### config.mk
export PLATFORM = sky130hd
export DESIGN_NAME = lsu_flat
export DESIGN_NICKNAME = d
export VERILOG_FILES = /design/src/rtl/lsu_if.sv /design/src/rtl/lsu.sv /design/src/flat_wrapper.sv
export SDC_FILE = /design/constraint.sdc
export NUM_CORES = 1
export LEC_CHECK = 0
export BUFFER_PORTS_ARGS = -buffer_cell sky130_fd_sc_hd__clkbuf_2
export CAP_MARGIN = 30
export CORE_AREA = 5 5 128 130
export DETAILED_ROUTE_END_ITERATION = 6
export DIE_AREA = 0 0 133 135
export PLACE_DENSITY_LB_ADDON = 0.1
export SLEW_MARGIN = 20
export SYNTH_ARGS = -nofsm -noshare
export SYNTH_HDL_FRONTEND = slang
export SYNTH_SLANG_ARGS = --single-unit
### constraint.sdc
create_clock -name clk -period 2.66 [get_ports clk]
set_input_delay 0.532 -clock clk [delete_from_list [all_inputs] [get_ports clk]]
set_output_delay 0.532 -clock clk [all_outputs]
set_load 0.005 [all_outputs]
### src/rtl/lsu_if.sv
// Request, response and data-memory signals of the load/store unit.
// master: the lsu itself. slave: the execute/writeback/memory environment.
`ifndef WORD_LEN
`define WORD_LEN 32
`endif

interface lsu_if;
    // Handshakes: a transfer happens on a rising edge where valid and ready
    // are both 1. valid holds its payload stable until that edge. dmem_req
    // holds address/controls stable until the edge where dmem_ack is 1.
    logic                 req_valid;
    logic                 req_ready;
    logic                 req_store;
    logic [2:0]           req_funct3;
    logic [`WORD_LEN-1:0] req_addr;
    logic [`WORD_LEN-1:0] req_wdata;
    logic                 flush;
    logic                 dmem_req;
    logic                 dmem_we;
    logic [`WORD_LEN-1:0] dmem_addr;
    logic [3:0]           dmem_be;
    logic [`WORD_LEN-1:0] dmem_wdata;
    logic                 dmem_ack;
    logic [`WORD_LEN-1:0] dmem_rdata;
    logic                 resp_valid;
    logic                 resp_ready;
    logic [`WORD_LEN-1:0] resp_rdata;
    logic [1:0]           resp_err;

    modport master (
        input  req_valid, req_store, req_funct3, req_addr, req_wdata, flush,
        input  dmem_ack, dmem_rdata, resp_ready,
        output req_ready, dmem_req, dmem_we, dmem_addr, dmem_be, dmem_wdata,
        output resp_valid, resp_rdata, resp_err
    );

    modport slave (
        output req_valid, req_store, req_funct3, req_addr, req_wdata, flush,
        output dmem_ack, dmem_rdata, resp_ready,
        input  req_ready, dmem_req, dmem_we, dmem_addr, dmem_be, dmem_wdata,
        input  resp_valid, resp_rdata, resp_err
    );
endinterface

### src/rtl/lsu.sv
// Load/store unit: one outstanding access, byte-lane steering for stores,
// lane select plus sign/zero extension for loads, and a bus timeout.
// Optional macro LSU_MISALIGN_TRAP_EN: misaligned H/W accesses return
// resp_err=01 without touching the bus; otherwise the low address bits are
// forced to 0 and the access proceeds.
module lsu #(
    parameter int TIMEOUT = 255
) (
    input  logic       clk,
    input  logic       rstn,
    lsu_if.master      bus,
    output logic [1:0] dbg_state
);
    localparam int CW = (TIMEOUT < 2) ? 1 : $clog2(TIMEOUT + 1);
    localparam int W  = `WORD_LEN;

    typedef enum logic [1:0] {
        IDLE  = 2'd0,
        BUS   = 2'd1,
        RESP  = 2'd2,
        DRAIN = 2'd3
    } state_t;

    state_t         state_q, state_d;
    logic           req_ready_q, req_ready_d;
    logic           dmem_req_q, dmem_req_d;
    logic           dmem_we_q, dmem_we_d;
    logic [W-1:0]   dmem_addr_q, dmem_addr_d;
    logic [3:0]     dmem_be_q, dmem_be_d;
    logic [W-1:0]   dmem_wdata_q, dmem_wdata_d;
    logic           resp_valid_q, resp_valid_d;
    logic [W-1:0]   resp_rdata_q, resp_rdata_d;
    logic [1:0]     resp_err_q, resp_err_d;
    logic [CW-1:0]  cnt_q, cnt_d;
    logic [2:0]     f3_q, f3_d;
    logic [1:0]     lane_q, lane_d;

    logic           illegal;
    logic           misaligned;
    logic [1:0]     lane_in;
    logic [3:0]     be_in;
    logic [W-1:0]   wdata_in;
    logic [W-1:0]   rd_shift;
    logic [W-1:0]   load_val;
    logic           timeout_hit;

    // Request decode: legality, alignment, lane and byte-enable generation.
    always_comb begin
        illegal = (bus.req_funct3 == 3'b011) || (bus.req_funct3 == 3'b110) ||
                  (bus.req_funct3 == 3'b111) || (bus.req_funct3[2] && bus.req_store);
`ifdef LSU_MISALIGN_TRAP_EN
        misaligned = ((bus.req_funct3[1:0] == 2'b01) && bus.req_addr[0]) ||
                     ((bus.req_funct3[1:0] == 2'b10) && (bus.req_addr[1:0] != 2'b00));
`else
        misaligned = 1'b0;
`endif
        // Halfwords snap to an even lane and words to lane 0 when not trapping.
        case (bus.req_funct3[1:0])
            2'b01:   lane_in = {bus.req_addr[1], 1'b0};
            2'b10:   lane_in = 2'b00;
            default: lane_in = bus.req_addr[1:0];
        endcase
        case (bus.req_funct3[1:0])
            2'b00: begin
                be_in    = 4'b0001 << lane_in;
                wdata_in = {4{bus.req_wdata[7:0]}};
            end
            2'b01: begin
                be_in    = 4'b0011 << lane_in;
                wdata_in = {2{bus.req_wdata[15:0]}};
            end
            default: begin
                be_in    = 4'b1111;
                wdata_in = bus.req_wdata;
            end
        endcase
    end

    // Load data path: bring the addressed lane down to bit 0, then extend.
    always_comb begin
        rd_shift = bus.dmem_rdata >> {lane_q, 3'b000};
        case (f3_q)
            3'b000:  load_val = {{(W-8){rd_shift[7]}}, rd_shift[7:0]};
            3'b001:  load_val = {{(W-16){rd_shift[15]}}, rd_shift[15:0]};
            3'b100:  load_val = {{(W-8){1'b0}}, rd_shift[7:0]};
            3'b101:  load_val = {{(W-16){1'b0}}, rd_shift[15:0]};
            default: load_val = bus.dmem_rdata;
        endcase
        timeout_hit = (cnt_q == CW'(TIMEOUT - 1));
    end

    // Next-state and next-output logic of the IDLE/BUS/RESP/DRAIN controller.
    always_comb begin
        state_d      = state_q;
        req_ready_d  = req_ready_q;
        dmem_req_d   = dmem_req_q;
        dmem_we_d    = dmem_we_q;
        dmem_addr_d  = dmem_addr_q;
        dmem_be_d    = dmem_be_q;
        dmem_wdata_d = dmem_wdata_q;
        resp_valid_d = resp_valid_q;
        resp_rdata_d = resp_rdata_q;
        resp_err_d   = resp_err_q;
        cnt_d        = cnt_q;
        f3_d         = f3_q;
        lane_d       = lane_q;
        case (state_q)
            IDLE: begin
                // A flush in the same cycle blocks acceptance.
                if (bus.req_valid && req_ready_q && !bus.flush) begin
                    f3_d         = bus.req_funct3;
                    lane_d       = lane_in;
                    cnt_d        = '0;
                    resp_rdata_d = '0;
                    req_ready_d  = 1'b0;
                    if (illegal || misaligned) begin
                        state_d      = RESP;
                        resp_valid_d = 1'b1;
                        resp_err_d   = illegal ? 2'b11 : 2'b01;
                    end else begin
                        state_d      = BUS;
                        resp_err_d   = 2'b00;
                        dmem_req_d   = 1'b1;
                        dmem_we_d    = bus.req_store;
                        dmem_addr_d  = {bus.req_addr[W-1:2], 2'b00};
                        dmem_be_d    = be_in;
                        dmem_wdata_d = wdata_in;
                    end
                end
            end
            BUS: begin
                if (bus.dmem_ack || timeout_hit) begin
                    dmem_req_d = 1'b0;
                    if (bus.flush) begin
                        state_d     = IDLE;
                        req_ready_d = 1'b1;
                    end else begin
                        state_d      = RESP;
                        resp_valid_d = 1'b1;
                        resp_err_d   = bus.dmem_ack ? 2'b00 : 2'b10;
                        resp_rdata_d = (bus.dmem_ack && !dmem_we_q) ? load_val : '0;
                    end
                end else begin
                    cnt_d = cnt_q + 1'b1;
                    if (bus.flush) state_d = DRAIN;
                end
            end
            DRAIN: begin
                // Bus request stays up until the memory finishes; result is dropped.
                if (bus.dmem_ack || timeout_hit) begin
                    dmem_req_d  = 1'b0;
                    state_d     = IDLE;
                    req_ready_d = 1'b1;
                end else begin
                    cnt_d = cnt_q + 1'b1;
                end
            end
            RESP: begin
                if (bus.resp_ready || bus.flush) begin
                    resp_valid_d = 1'b0;
                    state_d      = IDLE;
                    req_ready_d  = 1'b1;
                end
            end
            default: state_d = IDLE;
        endcase
    end

    // State and registered outputs; reset abandons any bus request at once.
    always_ff @(posedge clk or negedge rstn) begin
        if (!rstn) begin
            state_q      <= IDLE;
            req_ready_q  <= 1'b1;
            dmem_req_q   <= 1'b0;
            dmem_we_q    <= 1'b0;
            dmem_addr_q  <= '0;
            dmem_be_q    <= 4'b0000;
            dmem_wdata_q <= '0;
            resp_valid_q <= 1'b0;
            resp_rdata_q <= '0;
            resp_err_q   <= 2'b00;
            cnt_q        <= '0;
            f3_q         <= 3'b000;
            lane_q       <= 2'b00;
        end else begin
            state_q      <= state_d;
            req_ready_q  <= req_ready_d;
            dmem_req_q   <= dmem_req_d;
            dmem_we_q    <= dmem_we_d;
            dmem_addr_q  <= dmem_addr_d;
            dmem_be_q    <= dmem_be_d;
            dmem_wdata_q <= dmem_wdata_d;
            resp_valid_q <= resp_valid_d;
            resp_rdata_q <= resp_rdata_d;
            resp_err_q   <= resp_err_d;
            cnt_q        <= cnt_d;
            f3_q         <= f3_d;
            lane_q       <= lane_d;
        end
    end

    assign bus.req_ready  = req_ready_q;
    assign bus.dmem_req   = dmem_req_q;
    assign bus.dmem_we    = dmem_we_q;
    assign bus.dmem_addr  = dmem_addr_q;
    assign bus.dmem_be    = dmem_be_q;
    assign bus.dmem_wdata = dmem_wdata_q;
    assign bus.resp_valid = resp_valid_q;
    assign bus.resp_rdata = resp_rdata_q;
    assign bus.resp_err   = resp_err_q;
    assign dbg_state      = state_q;
endmodule

### src/flat_wrapper.sv
// flat-port wrapper written by rule: the top's interface ports become plain ports
module lsu_flat 
#(
    parameter int TIMEOUT = 255
)
  (clk, rstn, dbg_state, bus_req_valid, bus_req_store, bus_req_funct3, bus_req_addr, bus_req_wdata, bus_flush, bus_dmem_ack, bus_dmem_rdata, bus_resp_ready, bus_req_ready, bus_dmem_req, bus_dmem_we, bus_dmem_addr, bus_dmem_be, bus_dmem_wdata, bus_resp_valid, bus_resp_rdata, bus_resp_err);
  lsu_if bus_i ();
  input  logic clk;
  input  logic rstn;
  output logic [1:0] dbg_state;
  input wire logic [$bits(bus_i.req_valid)-1:0] bus_req_valid;
  input wire logic [$bits(bus_i.req_store)-1:0] bus_req_store;
  input wire logic [$bits(bus_i.req_funct3)-1:0] bus_req_funct3;
  input wire logic [$bits(bus_i.req_addr)-1:0] bus_req_addr;
  input wire logic [$bits(bus_i.req_wdata)-1:0] bus_req_wdata;
  input wire logic [$bits(bus_i.flush)-1:0] bus_flush;
  input wire logic [$bits(bus_i.dmem_ack)-1:0] bus_dmem_ack;
  input wire logic [$bits(bus_i.dmem_rdata)-1:0] bus_dmem_rdata;
  input wire logic [$bits(bus_i.resp_ready)-1:0] bus_resp_ready;
  output wire logic [$bits(bus_i.req_ready)-1:0] bus_req_ready;
  output wire logic [$bits(bus_i.dmem_req)-1:0] bus_dmem_req;
  output wire logic [$bits(bus_i.dmem_we)-1:0] bus_dmem_we;
  output wire logic [$bits(bus_i.dmem_addr)-1:0] bus_dmem_addr;
  output wire logic [$bits(bus_i.dmem_be)-1:0] bus_dmem_be;
  output wire logic [$bits(bus_i.dmem_wdata)-1:0] bus_dmem_wdata;
  output wire logic [$bits(bus_i.resp_valid)-1:0] bus_resp_valid;
  output wire logic [$bits(bus_i.resp_rdata)-1:0] bus_resp_rdata;
  output wire logic [$bits(bus_i.resp_err)-1:0] bus_resp_err;
  assign bus_i.req_valid = bus_req_valid;
  assign bus_i.req_store = bus_req_store;
  assign bus_i.req_funct3 = bus_req_funct3;
  assign bus_i.req_addr = bus_req_addr;
  assign bus_i.req_wdata = bus_req_wdata;
  assign bus_i.flush = bus_flush;
  assign bus_i.dmem_ack = bus_dmem_ack;
  assign bus_i.dmem_rdata = bus_dmem_rdata;
  assign bus_i.resp_ready = bus_resp_ready;
  assign bus_req_ready = bus_i.req_ready;
  assign bus_dmem_req = bus_i.dmem_req;
  assign bus_dmem_we = bus_i.dmem_we;
  assign bus_dmem_addr = bus_i.dmem_addr;
  assign bus_dmem_be = bus_i.dmem_be;
  assign bus_dmem_wdata = bus_i.dmem_wdata;
  assign bus_resp_valid = bus_i.resp_valid;
  assign bus_resp_rdata = bus_i.resp_rdata;
  assign bus_resp_err = bus_i.resp_err;
  lsu #(.TIMEOUT(TIMEOUT)) u_core (.clk(clk), .rstn(rstn), .bus(bus_i), .dbg_state(dbg_state));
endmodule
Yosys cells after proc, flatten, opt, wreduce, memory -nomap -nowiden
Index checks and enable logic that the tools add are counted.

Flip-flop bits (word level): 119. Bits of input ports: 106. Output and inout port bits: 108. Logic and storage cells: 109.

Add/subtract/negate cells: 1. Equal/unequal tests: 23. Shifts and indexed selects: 3. Muxes and demuxes: 42. Bitwise gates (word level): 1. Reductions and logical operators: 26.

Operator list (number): 2-to-1 mux 32 bit (4); one-hot mux 32 bit (2 select lines) (2); one-hot mux 32 bit (4 select lines) (1); right shift 32 x 5 -> 16 bit (1); 2-to-1 mux 2 bit (12); 2-to-1 mux 8 bit (2); one-hot mux 8 bit (2 select lines) (1); 2-to-1 mux 1 bit (13); == test 3 bit (second input constant) (4); inequality test 2 x 1 -> 1 bit (second input constant) (6); AND reduction 4 bit (3); adder 8 x 1 -> 8 bit (second input constant) (1); == test 8 bit (second input constant) (1); inequality test 2 bit (second input constant) (4); one-hot mux 2 bit (2 select lines) (2); one-hot mux 2 bit (4 select lines) (1); one-hot mux 4 bit (2 select lines) (1); == test 2 bit (second input constant) (3); AND reduction 3 bit (2); AND reduction 6 bit (1); logical OR 1 bit (5); AND reduction 5 bit (1); == test 2 x 1 -> 1 bit (second input constant) (2); logical AND 1 bit (4); other kinds (16) (19).

Depth between registers and ports, before layout
Depth after elaboration: 7. Depth in mapped cells: 8. Depth with buffers taken out: 6.

Worst setup path after synthesis
No wires, ideal clock.

Path type: input port to flip-flop. From: input port bus_req_funct3[0]. To: register u_core.dmem_addr_q[10] (netlist: u_core.bus.dmem_addr[10]). Library setup time: 125 ps. Data arrival time: 1907 ps. Required time: 2535 ps. Slack: 628 ps. Stages: 6. Path buffers: 1. Cells stage by stage: inv_1 -> ha_1 -> o21a_1 -> nor4b_4 -> buf_2 -> mux2_2.

Word-level cells in the longest chain between the ends: 6. Elaborated cells between the ends (all ways): 8. Those cells by class: eq/ne (3); bitwise (1); reduce/logical (4).

RTL lines: start: declaration (line flat_wrapper.sv:13) `input wire logic [$bits(bus_i.req_funct3)-1:0] bus_req_funct3;`; == test 3 x 2 -> 1 bit / == test 3 bit (equally long branches) (line lsu.sv:49) `illegal = (bus.req_funct3 == 3'b011) || (bus.req_funct3 == 3'b110) ||`; logical OR 1 bit (line lsu.sv:49); logical OR 1 bit (*) (line lsu.sv:49); logical OR 1 bit (*) (line lsu.sv:50) `(bus.req_funct3 == 3'b111) || (bus.req_funct3[2] && bus.req_store);`; NOT 1 bit (no source line) (*); AND reduction 3 bit (no source line) (*); end signal: assignment (line lsu.sv:190) `dmem_addr_q <= dmem_addr_d;`; end: declaration (line lsu.sv:28) `logic [W-1:0] dmem_addr_q, dmem_addr_d;`.

Every way passes the cells marked *; elsewhere a longest branch is shown, timed or not. A chain may end at the register's enable or synchronous reset.

Final worst setup path
From: register u_core.state_q[0] (netlist: u_core.dbg_state[0]). To: register u_core.resp_rdata_q[1] (netlist: u_core.bus.resp_rdata[1]).

Word-level cells in the longest chain between the ends: 3. Elaborated cells between the ends (all ways): 8. Those cells by class: eq/ne (4); mux (1); reduce/logical (3).

RTL lines: start: declaration (line lsu.sv:24) `state_t state_q, state_d;`; start signal: assignment (line lsu.sv:186) `state_q <= state_d;`; == test 2 x 1 -> 1 bit / logical NOT 2 bit (equally long branches) (line lsu.sv:107) `case (state_q)`; inequality test 2 bit (no source line) (tied with other cells); AND reduction 4 bit (no source line); end signal: assignment (line lsu.sv:194) `resp_rdata_q <= resp_rdata_d;`; end: declaration (line lsu.sv:32) `logic [W-1:0] resp_rdata_q, resp_rdata_d;`.

Several ways; a longest one is shown, not always the timed one.

==> results.sh <==
export IMPL_hpwlAfterDp_um=12500
export IMPL_post_route_min_period_ns=2.17
export IMPL_remaining_drc_errors=0
export IMPL_power_density_nw_per_um2=1050
export IMPL_synth_cells=541
export IMPL_rsz0062_at_grt="false"
export IMPL_firstDrtPassIters=5
export IMPL_placed_cell_area_um2=7100
export IMPL_crit_type="reg -> reg"
export IMPL_grt_max_degree=87
export IMPL_clockBufferDepth=2
export IMPL_dieWidth_um=133
export IMPL_setup_viol_count_final=0
export IMPL_cts_buffers_inserted=17
export IMPL_dieHeight_um=135
export IMPL_cts_tree="done"
export IMPL_area_growth_pct=31.3
export IMPL_r2r_slack_ns=0.49
export IMPL_dpl_worst_slack_ns=0.218
export IMPL_arrival_ns=2.45
export IMPL_fin_nets=855
export IMPL_grt_pass1_wl_um=27700
export IMPL_ys_async_sr_fraction_pct=100
export IMPL_ys_top_cells_by_count="dfrtp_1 (118), mux2_2 (43), nor2_1 (38)"
export IMPL_fmaxAchievable_ghz=0.461
export IMPL_setup_tns_ns=0
export IMPL_fin_crit_sh_pct=81.5
export IMPL_wl_um=17200
export IMPL_io_buffers=211
export IMPL_clk_pin_slew_worst_paths_ns=0.05
export IMPL_ioPinCount=214
export IMPL_crit_chain="or3b_1, o32ai_1, nor2_2, buf_4, mux2_2"
export IMPL_start_util_pct=39.0
export IMPL_postRouteAntennaNets=0
export IMPL_worst_slack_ns=0.493
export IMPL_synth_most_common_cell="dfrtp_1"
export IMPL_synth_top_area_share_pct=50.3
export IMPL_tightest_slew_ns=0.908
export IMPL_cp_slowest_cell="dfrtp_1"
export IMPL_critPathBufInv=1
export IMPL_synth_flop_cell="dfrtp_1"
export IMPL_cts_sinks=119
export IMPL_skew_ns=0.00610
export IMPL_cts_resized=0
export IMPL_hp_class="in -> reg"
export IMPL_timing_slew_headroom_pct=39.5
export IMPL_core_region_area_um2=15000
export IMPL_die_area_um2=18000
export IMPL_cts_max_level=4
export IMPL_antenna_found_initial=0
export IMPL_seq_area_frac_synth_pct=50.8
export IMPL_ys_warn_count=0
export IMPL_critPathLaunchType="flip-flop"
export IMPL_p_leak_nw=3.61
export IMPL_multi_input_area_um2=2610
export IMPL_status="finished, final reports clean"
export IMPL_vias=5125
export IMPL_drv_cap=0
export IMPL_num_rows=45
export IMPL_n_antenna_cell=0
export IMPL_synth_seq_cells=119
export IMPL_grt_usage_pct=19.3
export IMPL_critPathMaxStageDelay_ns=0.58
export IMPL_avgSynthCellArea_um2=10.8
export IMPL_clockRootBuffer="clkbuf_16"
export IMPL_grt_overflow=0
export IMPL_drive_gt1_share_pct=41.1
export IMPL_synth_area_leaders="dfrtp_1 (50%), mux2_2 (8.2%), o211ai_1 (2.9%), o21ai_0 (2.8%), mux2i_1 (2.7%)"
export IMPL_syn_area_um2=5870
export IMPL_cp_max_fo=34
export IMPL_synth_edf_count=0
export IMPL_ir_drop_v=0.000476
export IMPL_required_ns=2.95
export IMPL_end_kind="flip-flop"
export IMPL_wire_per_inst_um=18.2
export IMPL_finalInstanceArea_um2=7710
export IMPL_first_iter_violations=218
export IMPL_place_gp_congestion=0.834
export IMPL_avgViaCountPerCell=5.43
export IMPL_hold_viol=0
export IMPL_cp_top_family="flip-flops"
export IMPL_grt_pass1_vias=5246
export IMPL_final_fill_count=1411
export IMPL_synth_top_area_cell="dfrtp_1"
export IMPL_clkLatencyLatePin_ns=0.41
export IMPL_ys_types=57
export IMPL_regArea_um2=2980
export IMPL_slew_violations=0
worst register-to-register path, cell delays in order, from the launching register on:
cell and delay [ns]:
dfrtp_1 0.58, or3b_1 0.49, o32ai_1 0.33, nor2_2 0.05, buf_4 0.27, mux2_2 0.34
state kept, by name (all words and copies together), names as in the netlist:
register	flops
u_core.bus.resp_valid	1
u_core.bus.resp_err	2
u_core.cnt_q	8
u_core.bus.dmem_addr	30
u_core.bus.dmem_be	4
u_core.dbg_state	2
u_core.bus.dmem_we	1
u_core.lane_q	2
u_core.bus.dmem_req	1
u_core.bus.req_ready	1
u_core.f3_q	3
u_core.bus.dmem_wdata	32
u_core.bus.resp_rdata	32
logic make-up after synthesis:
kind of cell	share of synthesized area, %
fa+ha+maj	1.28
flops	50.8
simple gates	9.51
compound gates	22.1
other cells	0.0639
mux	11.0
buf+inv	4.82
xor+xnor	0.448
metrics by stage:
step | power [W] | util (%) | hold WS [ns] | cells
after floorplan | 0.00455 | - | 0.236 | 542
after global placement | 0.00575 | 47.2 | 0.330 | 911
after detailed placement | 0.00581 | 47.2 | 0.330 | 911
after CTS | 0.00821 | 51.3 | 0.332 | 944
after global routing | 0.00865 | 51.3 | 0.333 | 944
final | 0.00810 | 51.3 | 0.354 | 944
path summary, 6_finish.rpt:
path,end,startpoint,depth (start not counted)
setup reg to reg,u_core.bus.resp_rdata[1]$_DFFE_PN0P_,u_core.dbg_state[0]$_DFFE_PN0P_,5
max in group asynchronous,u_core.bus.dmem_addr[20]$_DFFE_PN0P_,rstn,3
setup / recovery,u_core.bus.resp_rdata[1]$_DFFE_PN0P_,u_core.dbg_state[0]$_DFFE_PN0P_,5
hold reg to reg,u_core.bus.resp_rdata[31]$_DFFE_PN0P_,u_core.bus.resp_rdata[31]$_DFFE_PN0P_,1
min in group asynchronous,u_core.bus.resp_rdata[14]$_DFFE_PN0P_,rstn,2
hold / removal,u_core.bus.dmem_wdata[30]$_DFFE_PN0P_,bus_req_wdata[30],3
placed cells by master, fill, tap and decap left out, drive strengths merged, types with 5 or more instances in the layout:
cell       n
o21ai     33
o2111ai    7
mux2      43
nand3      5
a21oi     26
clkbuf   234
a31oi     13
nand3b     9
a2bb2oi    5
nor3       5
mux2i     16
o211ai    23
dfrtp    118
o2bb2ai   13
a22oi     16
ha         6
o31ai     17
nand2     23
buf       20
inv       12
nor2      39
and3       6
o221ai    15
what timing repair did:
action / 4_1_cts / 5_1_grt
hold buffers: 1 / 0
endpoints found under the hold margin: 1 / 0
setup buffers: 0 / 0
setup endpoints to repair: 0 / 0
report_power, final:
part           switching (W)  internal, W
clock network       0.000793      0.00154
logic                0.00139      0.00132
registers           0.000551      0.00250
total                0.00273      0.00537
metal layers:
metal | vias to the layer above | routed length (µm) | track usage [%]
li1 | 2436 | - | -
met1 | 2487 | 7420 | 24.7
met2 | 189 | 8270 | 31.0
met3 | 13 | 1310 | 7.23
met4 | 0 | 190 | 5.25
met5 | - | 0 | 0
layout make-up:
| class | instances | share of cell area (%) |
|---|---|---|
| sequential | 119 | 38.6 |
| multi-input combinational | 362 | 33.9 |
| timing repair buffer | 231 | 16.0 |
| clock buffer | 24 | 6.25 |
| tap | 188 | 3.05 |
| clock inverter | 8 | 1.56 |
| inverter | 12 | 0.584 |
(Power assumes the default switching activity.)
